<file path="src/rtl/gmii_log_rx_mux.sv">
`default_nettype none
// +--------------------------------------------------------------------------+
// | gmii_log_rx_mux: round-robin packer of N GMII capture FIFOs into one     |
// | USB bulk IN buffer, one packet (header, metadata, data) per commit.      |
// | Revision: 1.0                                                            |
// +--------------------------------------------------------------------------+
module gmii_log_rx_mux #(
    parameter int CHANNELS   = 2,
    parameter int META_BYTES = 8,
    parameter int ADDR_WIDTH = 9
) (
    input  logic                              clock,
    input  logic                              reset,
    input  logic [CHANNELS-1:0]               available,
    input  logic [CHANNELS*META_BYTES*8-1:0]  meta,
    output logic [CHANNELS-1:0]               meta_en,
    input  logic [CHANNELS*8-1:0]             data,
    input  logic [CHANNELS-1:0]               data_stop,
    output logic [CHANNELS-1:0]               data_en,
    output logic [ADDR_WIDTH-1:0]             usb_in_addr,
    output logic [7:0]                        usb_in_data,
    output logic                              usb_in_wren,
    input  logic                              usb_in_ready,
    output logic                              usb_in_commit,
    output logic [ADDR_WIDTH:0]               usb_in_commit_len,
    input  logic                              usb_in_commit_ack,
    output logic [15:0]                       drop_count
);

    localparam int c_gw = (CHANNELS > 1) ? $clog2(CHANNELS) : 1;
    localparam int c_mw = META_BYTES * 8;
    localparam logic [ADDR_WIDTH:0] c_cap      = (ADDR_WIDTH+1)'(1) << ADDR_WIDTH;
    localparam logic [ADDR_WIDTH:0] c_data_org = (ADDR_WIDTH+1)'(META_BYTES + 1);
    localparam logic [c_gw-1:0]     c_last_rst = c_gw'(CHANNELS - 1);
    localparam logic [4:0]          c_meta_end = 5'(META_BYTES - 1);

    typedef enum logic [2:0] {
        S_IDLE      = 3'd0,
        S_META_WAIT = 3'd1,
        S_META      = 3'd2,
        S_DATA_WAIT = 3'd3,
        S_DATA      = 3'd4,
        S_HEADER    = 3'd5,
        S_COMMIT    = 3'd6,
        S_WAIT      = 3'd7
    } state_t;

    state_t                  state_q, state_d;
    logic [c_gw-1:0]         grant_q, grant_d;
    logic [c_gw-1:0]         last_grant_q, last_grant_d;
    logic [4:0]              meta_cnt_q, meta_cnt_d;
    logic [ADDR_WIDTH:0]     wr_ptr_q, wr_ptr_d;
    logic                    trunc_q, trunc_d;
    logic [15:0]             drop_count_q, drop_count_d;
    logic [CHANNELS-1:0]     meta_en_q, meta_en_d;
    logic [CHANNELS-1:0]     data_en_q, data_en_d;
    logic [ADDR_WIDTH-1:0]   addr_q, addr_d;
    logic [7:0]              wdata_q, wdata_d;
    logic                    wren_q, wren_d;
    logic                    commit_q, commit_d;
    logic [ADDR_WIDTH:0]     commit_len_q, commit_len_d;

    logic                    arb_found;
    logic [c_gw-1:0]         arb_idx;
    logic [c_mw-1:0]         meta_word;
    logic [7:0]              cur_data;
    logic                    cur_stop;

    assign meta_word = meta[int'(grant_q)*c_mw +: c_mw];
    assign cur_data  = data[int'(grant_q)*8 +: 8];
    assign cur_stop  = data_stop[grant_q];

    // Rotating-priority search starting just after the last served channel.
    always_comb begin
        int idx;
        idx       = 0;
        arb_found = 1'b0;
        arb_idx   = '0;
        for (int k = 1; k <= CHANNELS; k++) begin
            idx = int'(last_grant_q) + k;
            if (idx >= CHANNELS) idx = idx - CHANNELS;
            if (!arb_found && available[idx]) begin
                arb_found = 1'b1;
                arb_idx   = c_gw'(idx);
            end
        end
    end

    always_comb begin
        state_d      = state_q;
        grant_d      = grant_q;
        last_grant_d = last_grant_q;
        meta_cnt_d   = meta_cnt_q;
        wr_ptr_d     = wr_ptr_q;
        trunc_d      = trunc_q;
        drop_count_d = drop_count_q;
        meta_en_d    = '0;
        data_en_d    = '0;
        addr_d       = '0;
        wdata_d      = '0;
        wren_d       = 1'b0;
        commit_d     = 1'b0;
        commit_len_d = '0;

        case (state_q)
            S_IDLE: begin
                if (usb_in_ready && (|available) && arb_found) begin
                    grant_d            = arb_idx;
                    meta_en_d[arb_idx] = 1'b1;
                    meta_cnt_d         = '0;
                    state_d            = S_META_WAIT;
                end
            end
            S_META_WAIT: begin
                state_d = S_META;
            end
            S_META: begin
                addr_d  = ADDR_WIDTH'(meta_cnt_q) + ADDR_WIDTH'(1);
                wdata_d = meta_word[(META_BYTES-1-int'(meta_cnt_q))*8 +: 8];
                wren_d  = 1'b1;
                if (meta_cnt_q == c_meta_end) begin
                    data_en_d[grant_q] = 1'b1;
                    wr_ptr_d           = c_data_org;
                    state_d            = S_DATA_WAIT;
                end else begin
                    meta_cnt_d = meta_cnt_q + 5'd1;
                end
            end
            S_DATA_WAIT: begin
                data_en_d[grant_q] = 1'b1;
                state_d            = S_DATA;
            end
            S_DATA: begin
                // Bytes beyond the buffer are still consumed so the source drains to its stop marker.
                if (wr_ptr_q < c_cap) begin
                    addr_d   = wr_ptr_q[ADDR_WIDTH-1:0];
                    wdata_d  = cur_data;
                    wren_d   = 1'b1;
                    wr_ptr_d = wr_ptr_q + (ADDR_WIDTH+1)'(1);
                end else begin
                    trunc_d = 1'b1;
                end
                if (cur_stop) begin
                    state_d = S_HEADER;
                end else begin
                    data_en_d[grant_q] = 1'b1;
                end
            end
            S_HEADER: begin
                addr_d  = '0;
                wdata_d = {trunc_q, 1'b0, 6'(grant_q)};
                wren_d  = 1'b1;
                if (trunc_q && (drop_count_q != 16'hFFFF)) begin
                    drop_count_d = drop_count_q + 16'd1;
                end
                state_d = S_COMMIT;
            end
            S_COMMIT: begin
                if (commit_q && usb_in_commit_ack) begin
                    state_d = S_WAIT;
                end else begin
                    commit_d     = 1'b1;
                    commit_len_d = wr_ptr_q;
                end
            end
            S_WAIT: begin
                if (!usb_in_commit_ack) begin
                    trunc_d      = 1'b0;
                    last_grant_d = grant_q;
                    state_d      = S_IDLE;
                end
            end
            default: begin
                state_d = S_IDLE;
            end
        endcase
    end

    always_ff @(posedge clock) begin
        if (reset) begin
            state_q      <= S_IDLE;
            grant_q      <= '0;
            last_grant_q <= c_last_rst;
            meta_cnt_q   <= '0;
            wr_ptr_q     <= '0;
            trunc_q      <= 1'b0;
            drop_count_q <= '0;
            meta_en_q    <= '0;
            data_en_q    <= '0;
            addr_q       <= '0;
            wdata_q      <= '0;
            wren_q       <= 1'b0;
            commit_q     <= 1'b0;
            commit_len_q <= '0;
        end else begin
            state_q      <= state_d;
            grant_q      <= grant_d;
            last_grant_q <= last_grant_d;
            meta_cnt_q   <= meta_cnt_d;
            wr_ptr_q     <= wr_ptr_d;
            trunc_q      <= trunc_d;
            drop_count_q <= drop_count_d;
            meta_en_q    <= meta_en_d;
            data_en_q    <= data_en_d;
            addr_q       <= addr_d;
            wdata_q      <= wdata_d;
            wren_q       <= wren_d;
            commit_q     <= commit_d;
            commit_len_q <= commit_len_d;
        end
    end

    // The read enable must fall in the very cycle the stop byte is presented,
    // otherwise the FIFO would be popped once past the end of the packet.
    assign data_en           = ((state_q == S_DATA) && cur_stop) ? '0 : data_en_q;
    assign meta_en           = meta_en_q;
    assign usb_in_addr       = addr_q;
    assign usb_in_data       = wdata_q;
    assign usb_in_wren       = wren_q;
    assign usb_in_commit     = commit_q;
    assign usb_in_commit_len = commit_len_q;
    assign drop_count        = drop_count_q;

endmodule
`default_nettype wire
</file>
<file path="config.mk">
export PLATFORM = sky130hd
export DESIGN_NAME = gmii_log_rx_mux
export DESIGN_NICKNAME = d
export VERILOG_FILES = /design/src/rtl/gmii_log_rx_mux.sv
export SDC_FILE = /design/constraint.sdc
export NUM_CORES = 1
export LEC_CHECK = 0
export ABC_AREA = 1
export CORE_AREA = 2 2 115 117
export DETAILED_ROUTE_END_ITERATION = 8
export DIE_AREA = 0 0 117 119
export PLACE_DENSITY = 0.74
export SKIP_LAST_GASP = 1
export SLEW_MARGIN = 25
export SYNTH_ARGS = -nofsm -noshare
export SYNTH_HDL_FRONTEND = slang
export SYNTH_SLANG_ARGS = --single-unit
</file>
<file path="constraint.sdc">
create_clock -name clock -period 1.96 [get_ports clock]
set_input_delay 0.196 -clock clock [delete_from_list [all_inputs] [get_ports clock]]
set_output_delay 0.196 -clock clock [all_outputs]
set_load 0.005 [all_outputs]
</file>
Word-level counts from Yosys, hierarchy flattened
Cells that the tools add are included.
{"block": "word_totals", "input_bits": 152, "output_inout_bits": 49, "regBits": 70, "word_cells": 125}
{"block": "op_classes", "shifts": 3, "n_reduce_logical": 25, "magnitude_cmp": 9, "bitwise": 4, "n_eq_ne": 17, "mux": 44, "add_sub_neg": 9}
{"operator": "$shiftx A128 B8 Y64", "n": 1}
{"operator": "$lt A32 B3 Y1 const B", "n": 2}
{"operator": "$mux W32", "n": 2}
{"operator": "$shiftx A64 B9 Y8", "n": 1}
{"operator": "$pmux W3 S8", "n": 1}
{"operator": "$pmux W8 S3", "n": 1}
{"operator": "$mux W10", "n": 2}
{"operator": "$pmux W10 S2", "n": 1}
{"operator": "$mux W1", "n": 18}
{"operator": "$pmux W9 S2", "n": 1}
{"operator": "$add A16 B1 Y16 const B", "n": 1}
{"operator": "$ne A16 B16 Y1 const B", "n": 1}
{"operator": "$ne A2 B2 Y1 const B", "n": 8}
{"operator": "$shiftx A16 B5 Y8", "n": 1}
{"operator": "$mux W3", "n": 5}
{"operator": "$eq A3 B3 Y1 const B", "n": 4}
{"operator": "$add A10 B1 Y10 const B", "n": 1}
{"operator": "$lt A10 B10 Y1 const B", "n": 1}
{"operator": "$mux W5", "n": 2}
{"operator": "$pmux W5 S2", "n": 1}
{"operator": "$mux W9", "n": 1}
{"operator": "$reduce_and A3 Y1", "n": 3}
{"operator": "$logic_and A1 B1 Y1", "n": 8}
{"operator": "$mux W8", "n": 1}
{"operator": "26 further kinds", "n": 43}

Logic depth before layout (Yosys ltp)
Gate-level depths: netlist (run 1).
{"block": "logic_depth", "word_depth": 14, "mapped_depth": 13}

Worst setup path after synthesis (run 1)
Ideal clock, no wire load.
{"block": "synth_timing", "path_type": "register to register", "startpoint": "register drop_count_q[0] (netlist: drop_count[0])", "endpoint": "register drop_count_q[5] (netlist: drop_count[5])", "arrival_time_ns": 1.546, "path_stages_with_launch": 11, "path_slack_ns": 0.299, "required_ns": 1.845, "cell_sequence": "dfxtp_1 ha_1 nand3_2 nor3_2 nand2_1 nand2_1 nand2_2 buf_6 buf_6 a21oi_1 nor2_1"}
{"block": "synth_via", "elab_chain_cells": 3, "elab_cells_between_ends": 4, "classes_between": "add/sub (1); eq/ne (1); reduce/logical (2)"}
{"element": "from (decl)", "line": "54", "source": "logic [15:0] drop_count_q, drop_count_d;"}
{"element": "from (signal assigned)", "line": "202", "source": "drop_count_q <= drop_count_d;"}
{"element": "parallel branches: the longest is 3 deep, another holds $add A16 B1 Y16"}
Parallel ways; which one is timed is not known.
A chain may end at the register's enable or synchronous reset.

Worst setup path in the final report (run 1)
{"block": "layout_timing", "startpoint": "register grant_q", "endpoint": "output port data_en[1]"}
{"block": "layout_via", "elab_chain_cells": 4}
{"element": "from (decl)", "line": "49", "source": "logic [c_gw-1:0] grant_q, grant_d;"}
{"element": "from (signal assigned)", "line": "197", "source": "grant_q <= grant_d;"}
{"element": "$mux W1 (implied by the code) (2 in a row)", "line": "71", "source": "assign cur_stop = data_stop[grant_q];"}
{"element": "$logic_and A1 B1 Y1", "line": "215", "source": "assign data_en = ((state_q == S_DATA) && cur_stop) ? '0 : data_en_q;"}
{"element": "$mux W2", "line": "215"}
{"element": "to (decl)", "line": "19", "source": "output logic [CHANNELS-1:0] data_en,"}
Every way passes these cells. The select of a mux whose other input is x is not followed.

==> results of run 1 <==
## how the worst min path moves through the flow
stage / start / depth (start not counted) / to / slack [ns]
2_1_floorplan: reset / 1 / usb_in_commit / 0.28
3_3_place_gp: trunc_q / 2 / trunc_q / 0.45
3_5_place_dp: trunc_q / 2 / trunc_q / 0.46
4_1_cts: trunc_q / 2 / trunc_q / 0.47
5_1_grt: trunc_q / 2 / trunc_q / 0.49
6_report: trunc_q / 2 / trunc_q / 0.46
## layer usage
layer / up-vias / wire, µm
met1: 2420 / 7000
met5: - / 0
met2: 159 / 7530
li1: 2858 / -
met3: 39 / 919
met4: 0 / 563
## area by class of cell
class | count | area share
Inverter | 74 | 0.0398
Timing Repair Buffer | 219 | 0.307
Multi-Input combinational cell | 597 | 0.385
Sequential cell | 70 | 0.198
Tap cell | 176 | 0.0310
Clock inverter | 6 | 0.00652
Clock buffer | 10 | 0.0322
## power by group through the flow
stage	registers [W]	logic, W	clock network, W
final	0.00162	0.00159	0.00151
after global routing	0.00164	0.00178	0.00160
after CTS	0.00162	0.00158	0.00152
after detailed placement	0.00165	0.00158	0
after global placement	0.00164	0.00157	0
after floorplan	0.00160	0.000961	0
## state kept, by name, summed over array words and instances, names as in the netlist, 2 cells and up
| register | flops |
|---|---|
| meta_en | 2 |
| meta_cnt_q | 5 |
| usb_in_commit_len | 10 |
| usb_in_data | 8 |
| data_en_q | 2 |
| wr_ptr_q | 10 |
| state_q | 3 |
| usb_in_addr | 9 |
| drop_count | 16 |
## timing repair
action	CTS	global route
pin swaps	0	0
resized for setup	2	9
setup endpoints to repair	2	12
## critical path: stages (launching register included)
cell             delay [ns]
dfxtp_4                0.43
nand2_1                0.12
o21ai_2                0.12
nor2_4                 0.06
nor2_1                 0.09
clkdlybuf4s50_1        0.50
## through the flow
stage                     hold WS, ns  power (W)
after floorplan                 0.283    0.00256
after global placement          0.449    0.00321
after detailed placement        0.459    0.00322
after CTS                       0.468    0.00472
after global routing            0.488    0.00502
final                           0.465    0.00472
## cell usage in the layout, fill, tap and decap left out, types with 4 or more instances in the layout
master and count:
a21oi_1 43, nor3_1 15, ha_1 4, clkbuf_16 9
xor2_1 5, nor2_1 76, nand2_2 5, inv_1 61
buf_4 16, nand3_1 82, clkdlybuf4s50_1 200, nand4_1 10
o21ai_0 11, o21ai_1 7, inv_2 10, nor2_2 4
nand3b_1 6, nand2_1 301, dfxtp_1 67
## kinds of logic (layout without fill, tap and decap cells)
| logic type | count (synthesis) | after routing | share of synthesized area |
|---|---|---|---|
| and+or+nand+nor | 510 | 510 | 0.476 |
| xor gates and xnor gates | 7 | 7 | 0.0134 |
| AOI/OAI and AO/OA | 75 | 75 | 0.0889 |
| buffers and inverters | 111 | 309 | 0.102 |
| adders and majority gates | 5 | 5 | 0.0137 |
| DFF | 70 | 70 | 0.306 |
==> impl_metrics.py, run 1 <==
metrics = {
    "power_and_ir_drop": {
        "power_frac_comb": 0.336,
        "p_per_area_mw_per_mm2": 664,
        "power_leakage_nw": 3.00,
        "swShare": 0.343,
        "power_switching_w": 0.00162,
        "p_clk_frac": 0.320,
        "seqPwrFrac": 0.344,
        "ir_drop_mv": 0.590,
        "p_int_w": 0.00310,
    },
    "timing": {
        "post-route-period-util": 0.947,
        "setup_violations": 0,
        "worst_pin_slew_ns": 0.543,
        "setup_slack_ns": 0.104,
        "fmax_mhz": 539,
        "finalMaxSlewViolations": 0,
        "fin_worst_skew_ns": 0.0116,
        "finalHoldViolCount": 0,
        "setup_tns_ns": 0,
        "rsz0062_at_grt": "false",
        "slew_headroom": 0.638,
        "period_needed_ns": 1.86,
    },
    "worst_setup_path": {
        "critPathLaunchType": "flip-flop",
        "crit_start": "grant_q",
        "reg2reg_slack_ns": 0.19,
        "crit_type": "reg -> out",
        "critPathArrivalTime_ns": 1.66,
        "rr_worst_depth": 9,
        "path_max_fanout": 9,
        "rr_startpoint": "drop_count[1]",
        "cp-end-kind": "output pin",
        "rr_endpoint": "drop_count[2]",
        "required_ns": 1.76,
        "endpoint": "data_en[1]",
    },
    "synthesis": {
        "synth_area_mm2": 0.00457,
        "synthFlopType": "dfxtp_1",
        "yosys-top-cells-area": "dfxtp_1 31%, nand2_1 25%, nand3_1 9.0%",
        "syn_avg_cell_area_um2": 5.88,
        "netlist_top_cells_count": "301 x nand2_1, 82 x nand3_1, 77 x nor2_1, 70 x dfxtp_1, 61 x inv_1",
        "yosys.area.top_type_share": 0.306,
        "synth.most_common_cell": "nand2_1",
        "yosysUniqueCellTypes": 38,
        "syn_inst": 778,
        "synth-seq-cells": 70,
        "netlist.top_cell.by_area": "dfxtp_1",
        "async_flop_share": 0,
        "synth_edf_count": 0,
        "seq_area_frac_synth": 0.306,
        "synth_fp_nets": 935,
        "yosysWarningCount": 0,
    },
    "floorplan": {
        "rows": 42,
        "dieArea_mm2": 0.0139,
        "io_pins": 201,
        "start_util": 0.355,
        "die_h_um": 119,
        "die_w_um": 117,
        "coreArea_mm2": 0.0129,
    },
    "grt": {
        "grt_first_pass_wirelength_um": 25000,
        "met1_usage": 0.285,
        "grt-ovfl-total": 0,
        "use_met3": 0.0427,
        "grt_usage": 0.226,
        "grt_pass1_vias": 5203,
        "antenna_found_initial": 0,
        "busiest_layer": "met2",
        "grt_start_max_net_pins": 73,
        "met2_usage": 0.376,
    },
    "cells_and_area": {
        "multiInputGateArea_mm2": 0.00274,
        "instances_no_fill": 1152,
        "fin_nets": 1128,
        "area_growth_pct": 55.3,
        "n_fill_cell": 1253,
        "fin_util": 0.552,
        "diodes": 0,
        "stdcell_area_mm2": 0.00711,
        "drive_gt1_frac": 0.0717,
        "regArea_mm2": 0.00141,
    },
    "clock_network": {
        "cts_max_path_buffers": 2,
        "clock_sinks": 70,
        "root_buffer": "clkbuf_16",
        "cts_setup_buffers": 0,
        "clk_latency_ns": 0.33,
        "cts_tree": "done",
        "cts_hold_buf": 0,
        "cts_max_level": 3,
        "clk_pin_slew_ns": 0.06,
        "cts_made_buffers": 9,
    },
    "detailed_routing": {
        "drt-total-wl_um": 16000,
        "vias": 5476,
        "drc": 0,
        "via_per_inst": 4.75,
        "drt_iter0_drc": 421,
        "routedWlPerCell_um": 13.9,
        "drtPass1Iterations": 5,
        "detail-route-antenna-nets": 0,
    },
    "placement": {
        "place_area_mm2": 0.00679,
        "globalplace.congestion": 0.901,
        "placed_cells": 1136,
        "dpl.hpwl_um": 12000,
        "port_buffers": 200,
        "dpl_worst_slack_ns": 0.129,
    },
    "flow_run": {
        "cap_violations": 0,
    },
    "run_status": {
        "status": "finished, final reports clean",
    },
    "worst_hold_path": {
        "hold_path_class": "reg -> reg",
    },
}
Note: power is estimated with default switching activity, not from simulation.
==> inputs of run 2 (changes only) <==
Settings changed: SETUP_SLACK_MARGIN from default to 0.4.
==> run 2 against run 1 <==
Net effect:
- first-iteration DRC count increased by 17%
- utilization increased by 6.0 points
- count of clock-buffer cells in the layout unchanged
- sequential power about the same
==> impl_metrics.py, run 2 (synthesis gave the netlist of run 1 again) <==
metrics = {
    "timing": {
        "period_needed_ns": 1.59,
        "fin_worst_skew_ns": 0.00975,
        "slew_headroom": 0.601,
        "worst_pin_slew_ns": 0.598,
        "setup_tns_ns": 0,
        "setup_violations": 0,
        "post-route-period-util": 0.811,
        "finalMaxSlewViolations": 0,
        "rsz0062_at_grt": "true",
        "hold_ws_ns": 0.453,
        "finalHoldViolCount": 0,
        "fmax_mhz": 629,
    },
    "clock_network": {
        "clk_pin_slew_ns": 0.06,
        "root_buffer": "clkbuf_16",
        "cts_max_level": 3,
        "cts_made_buffers": 9,
        "clock_sinks": 70,
        "cts_tree": "done",
        "cts_max_path_buffers": 2,
        "clk_latency_ns": 0.34,
    },
    "worst_setup_path": {
        "crit_type": "reg -> reg",
        "rr_worst_depth": 9,
        "critPathLaunchType": "flip-flop",
        "path_max_fanout": 7,
        "critPathArrivalTime_ns": 1.81,
        "cp-end-kind": "flip-flop",
        "required_ns": 2.18,
    },
    "grt": {
        "grt_first_pass_wirelength_um": 26100,
        "grt_start_max_net_pins": 38,
        "grt-ovfl-total": 0,
        "grt_pass1_vias": 5325,
        "antenna_found_initial": 0,
        "grt_usage": 0.238,
    },
    "cells_and_area": {
        "fin_nets": 1161,
        "mostFrequentLayoutCells": "273 x nand2_1, 197 x clkdlybuf4s50_1, 74 x nand3_1, 66 x nor2_1, 61 x inv_1",
        "final_common_cell": "nand2_1",
        "diodes": 0,
        "largest_reg_flops": 16,
        "area_growth_pct": 72.2,
        "n_fill_cell": 1118,
        "drive_gt1_frac": 0.166,
    },
    "worst_hold_path": {
        "min_path_cells": 2,
        "hold_path_class": "in -> reg",
    },
    "detailed_routing": {
        "drt_iter0_drc": 492,
        "drt-total-wl_um": 18100,
        "detail-route-antenna-nets": 0,
        "routedWlPerCell_um": 15.3,
        "drc": 0,
        "via_per_inst": 4.99,
        "drtPass1Iterations": 5,
        "vias": 5913,
    },
    "floorplan": {
        "coreArea_mm2": 0.0129,
        "io_pins": 201,
        "dieArea_mm2": 0.0139,
        "die_h_um": 119,
        "rows": 42,
        "start_util": 0.355,
        "die_w_um": 117,
    },
    "placement": {
        "dpl.hpwl_um": 12000,
        "globalplace.congestion": 0.890,
        "port_buffers": 200,
    },
    "flow_run": {
        "cap_violations": 0,
    },
    "run_status": {
        "status": "finished, final reports clean",
    },
    "power_and_ir_drop": {
        "ir_drop_mv": 0.663,
        "p_per_area_mw_per_mm2": 664,
        "power_leakage_nw": 3.32,
    },
}
## run 2: cell count changes in the layout (fill, tap and decap cells not counted), sizes merged
| cell | delta |
|---|---|
| buf | +25 |
| clkbuf | +8 |
| clkdlybuf4s50 | -3 |
| bufinv | +1 |
| clkinv | -1 |
| dlygate4sd2 | +1 |
| nand2 | +1 |
| nand3 | +1 |
## run 2: critical path, stage by stage (launching register included)
cell and delay, ns:
dfxtp_4 0.39, ha_4 0.17, nand3_4 0.09, nor3_4 0.22, nand2_2 0.11, nand2_4 0.12, nand2_8 0.08, buf_12 0.14
o21ai_1 0.12, nor2_1 0.05
## run 2: stage by stage
| step | util | cell area, µm² | setup WS (ns) | cells | total power [W] |
|---|---|---|---|---|---|
| floorplan | - | 4590 | 0.433 | 778 | 0.00256 |
| CTS | 0.566 | 7290 | 0.307 | 1159 | 0.00497 |
| finish | 0.612 | 7880 | 0.371 | 1185 | 0.00523 |
| global placement | 0.527 | 6790 | 0.128 | 1135 | 0.00321 |
| global route | 0.612 | 7880 | 0.292 | 1185 | 0.00552 |
| detailed placement | 0.527 | 6790 | 0.131 | 1135 | 0.00323 |
## run 2: routing by layer
layer | up-vias | track usage | share of wire
met2 | 255 | 0.395 | 0.47
met5 | - | 0 | 0
met3 | 43 | 0.0662 | 0.080
met4 | 0 | 0.0794 | 0.032
met1 | 2683 | 0.294 | 0.42
li1 | 2932 | - | -
## run 2: layout make-up
| cell class | count | area [µm²] | area share |
|---|---|---|---|
| Clock buffer | 10 | 229 | 0.0291 |
| Sequential cell | 70 | 1430 | 0.181 |
| Inverter | 74 | 314 | 0.0399 |
| Multi-Input combinational cell | 599 | 3000 | 0.381 |
| Tap cell | 176 | 220 | 0.0279 |
| Timing Repair Buffer | 250 | 2620 | 0.332 |
| Clock inverter | 6 | 71.3 | 0.00905 |
## run 2: repair_timing
item | in CTS | in global routing
pin swaps | 2 | 27
buffers inserted | 5 | 16
setup endpoints to repair | 23 | 52
cloned | 3 | 10
hold buffers | 0 | 0
resized for setup | 30 | 91
## run 2: report_power, final
part	switching, W	internal [W]	total (W)
registers	0.0000805	0.00152	0.00160
logic	0.00107	0.000933	0.00200
clock network	0.000639	0.000993	0.00163
total	0.00179	0.00345	0.00523
## run 2: worst paths after layout
path | from | endpoint | slack, ns
setup / recovery | drop_count[0] | drop_count[1] | 0.37
hold / removal | available[1] | meta_en[0] | 0.45
hold reg to reg | trunc_q | trunc_q | 0.48
setup reg to reg | drop_count[0] | drop_count[1] | 0.37
==> inputs of run 3 (changes only) <==
Clock period 1.96 ns to 1.6 ns, I/O delays scaled along.
==> run 3 against run 2 <==
Net effect:
- the run now ends with negative setup slack left
- register-to-register slack worse by 0.40 ns
- clock skew down 0.00093 ns
- non-clock buffer count up 49
- sequential power up 26%
- utilization up 6.9 points
- combinational power up 61%
- die area unchanged
- hold slack worse by 0.017 ns
- wire length up 16%
- design area up 11%
- sequential share of layout area down 1.4 points
- final cell count up 4.1%
- critical endpoint is now wr_ptr_q[8]
- largest cell class unchanged
==> impl_metrics.py, run 3 (synthesis gave the netlist of run 1 again) <==
metrics = {
    "run_status": {
        "status": "finished, violations left",
        "violations": "negative setup slack",
    },
    "worst_setup_path": {
        "rr_startpoint": "wr_ptr_q[1]",
        "critPathArrivalTime_ns": 1.90,
        "required_ns": 1.88,
        "crit_type": "reg -> reg",
        "rr_endpoint": "wr_ptr_q[8]",
        "rr_worst_depth": 7,
        "path_max_fanout": 4,
        "reg2reg_slack_ns": -0.02,
        "critPathLaunchType": "flip-flop",
        "crit_start": "wr_ptr_q[1]",
        "cp-end-kind": "flip-flop",
    },
    "timing": {
        "fin_worst_skew_ns": 0.00882,
        "worst_pin_slew_ns": 0.425,
        "slew_headroom": 0.715,
        "post-route-period-util": 1.02,
        "rsz0062_at_grt": "true",
        "setup_violations": 1,
        "finalHoldViolCount": 0,
        "finalMaxSlewViolations": 0,
        "fmax_mhz": 616,
        "setup_slack_ns": -0.0240,
        "period_needed_ns": 1.62,
    },
    "floorplan": {
        "start_util": 0.355,
        "coreArea_mm2": 0.0129,
        "die_h_um": 119,
        "io_pins": 201,
        "dieArea_mm2": 0.0139,
        "die_w_um": 117,
        "rows": 42,
    },
    "cells_and_area": {
        "final_common_cell": "nand2_1",
        "multiInputGateArea_mm2": 0.00329,
        "diodes": 0,
        "n_fill_cell": 1021,
        "largest_reg_flops": 16,
        "mostFrequentLayoutCells": "279 x nand2_1, 151 x clkdlybuf4s50_1, 75 x nand3_1, 62 x nor2_1, 55 x inv_1",
        "area_growth_pct": 91.6,
        "drive_gt1_frac": 0.256,
        "regArea_mm2": 0.00147,
        "fin_nets": 1210,
    },
    "detailed_routing": {
        "drc": 0,
        "routedWlPerCell_um": 17.0,
        "drt-total-wl_um": 21000,
        "vias": 6332,
        "drtPass1Iterations": 7,
        "via_per_inst": 5.14,
        "detail-route-antenna-nets": 0,
        "drt_iter0_drc": 628,
    },
    "worst_hold_path": {
        "worstHoldStart": "available[1]",
        "hold_path_class": "in -> reg",
        "min_path_cells": 2,
        "worstHoldEndpoint": "meta_en[0]",
    },
    "clock_network": {
        "cts_max_path_buffers": 2,
        "cts_made_buffers": 9,
        "root_buffer": "clkbuf_16",
        "clk_latency_ns": 0.34,
        "cts_max_level": 3,
        "clock_sinks": 70,
        "cts_tree": "done",
        "clk_pin_slew_ns": 0.06,
    },
    "placement": {
        "dpl_worst_slack_ns": -0.150,
        "dpl.hpwl_um": 12700,
        "port_buffers": 200,
        "globalplace.congestion": 0.892,
    },
    "grt": {
        "grt_start_max_net_pins": 28,
        "antenna_found_initial": 0,
        "grt-ovfl-total": 0,
        "grt_pass1_vias": 5848,
        "grt_first_pass_wirelength_um": 28900,
        "grt_usage": 0.266,
    },
    "power_and_ir_drop": {
        "ir_drop_mv": 0.802,
        "p_per_area_mw_per_mm2": 839,
        "power_leakage_nw": 3.94,
        "p_total_w": 0.00735,
    },
    "flow_run": {
        "cap_violations": 0,
    },
}
run 3: cell types whose count changed in the layout (fill, tap and decap cells not counted), sizes merged, moves of 4 or more:
cell	before	now
buf	44	98
clkdlybuf4s15	0	4
dlygate4sd2	1	37
clkdlybuf4s50	197	151
run 3: worst max-delay path by stage:
stage                           to  slack [ns]  cells past startpoint
floorplan            drop_count[5]         0.1                     10
global placement        data_en[1]       -0.14                      8
detailed placement      data_en[0]       -0.15                      8
CTS                 usb_in_data[3]        0.09                     11
global route        usb_in_data[4]       -0.07                     11
finish                 wr_ptr_q[8]       -0.02                      7
run 3: power breakdown:
group | internal (W) | switching (W)
Combinational | 0.00159 | 0.00164
Sequential | 0.00187 | 0.000147
Clock | 0.00134 | 0.000777
Total | 0.00479 | 0.00256
run 3: area by class of cell:
class / instances / share of cell area
Clock inverter: 4 / 0.00599
Timing Repair Buffer: 299 / 0.353
Clock buffer: 11 / 0.0301
Timing Repair inverter: 1 / 0.00186
Tap cell: 176 / 0.0251
Inverter: 74 / 0.0417
Sequential cell: 70 / 0.167
Multi-Input combinational cell: 598 / 0.375
run 3: metrics by stage:
stage	std cells	TNS [ns]	utilization	hold WS [ns]	cell area, µm²
final	1233	-0.0240	0.681	0.436	8770
after global routing	1233	-0.589	0.681	0.466	8770
after CTS	1213	0	0.637	0.426	8210
after detailed placement	1158	-0.314	0.554	0.454	7130
after global placement	1158	-0.279	0.554	0.453	7130
after floorplan	778	0	-	0.247	4810
run 3: what timing repair did:
action,in CTS,in global routing
endpoints found under the setup margin,114,77
hold buffers,0,0
gates cloned,6,4
gates resized for setup,189,92
pin swaps,26,42
buffers inserted,34,16
run 3: per-layer routing:
metal  GRT usage  share of wire  up-vias  wire length, µm
met3      0.0779          0.078       71             1650
met5           0              0        -                0
met4       0.100          0.039        0              822
met2       0.459           0.50      303            10500
li1            -              -     3030                -
met1       0.305           0.38     2928             8020
run 3: critical path: stages (launching register included):
cell	delay [ns]
dfxtp_1	0.39
ha_1	0.24
inv_1	0.09
nor3_1	0.35
nand2_1	0.13
nand2_1	0.11
nand4_1	0.10
a21oi_1	0.15
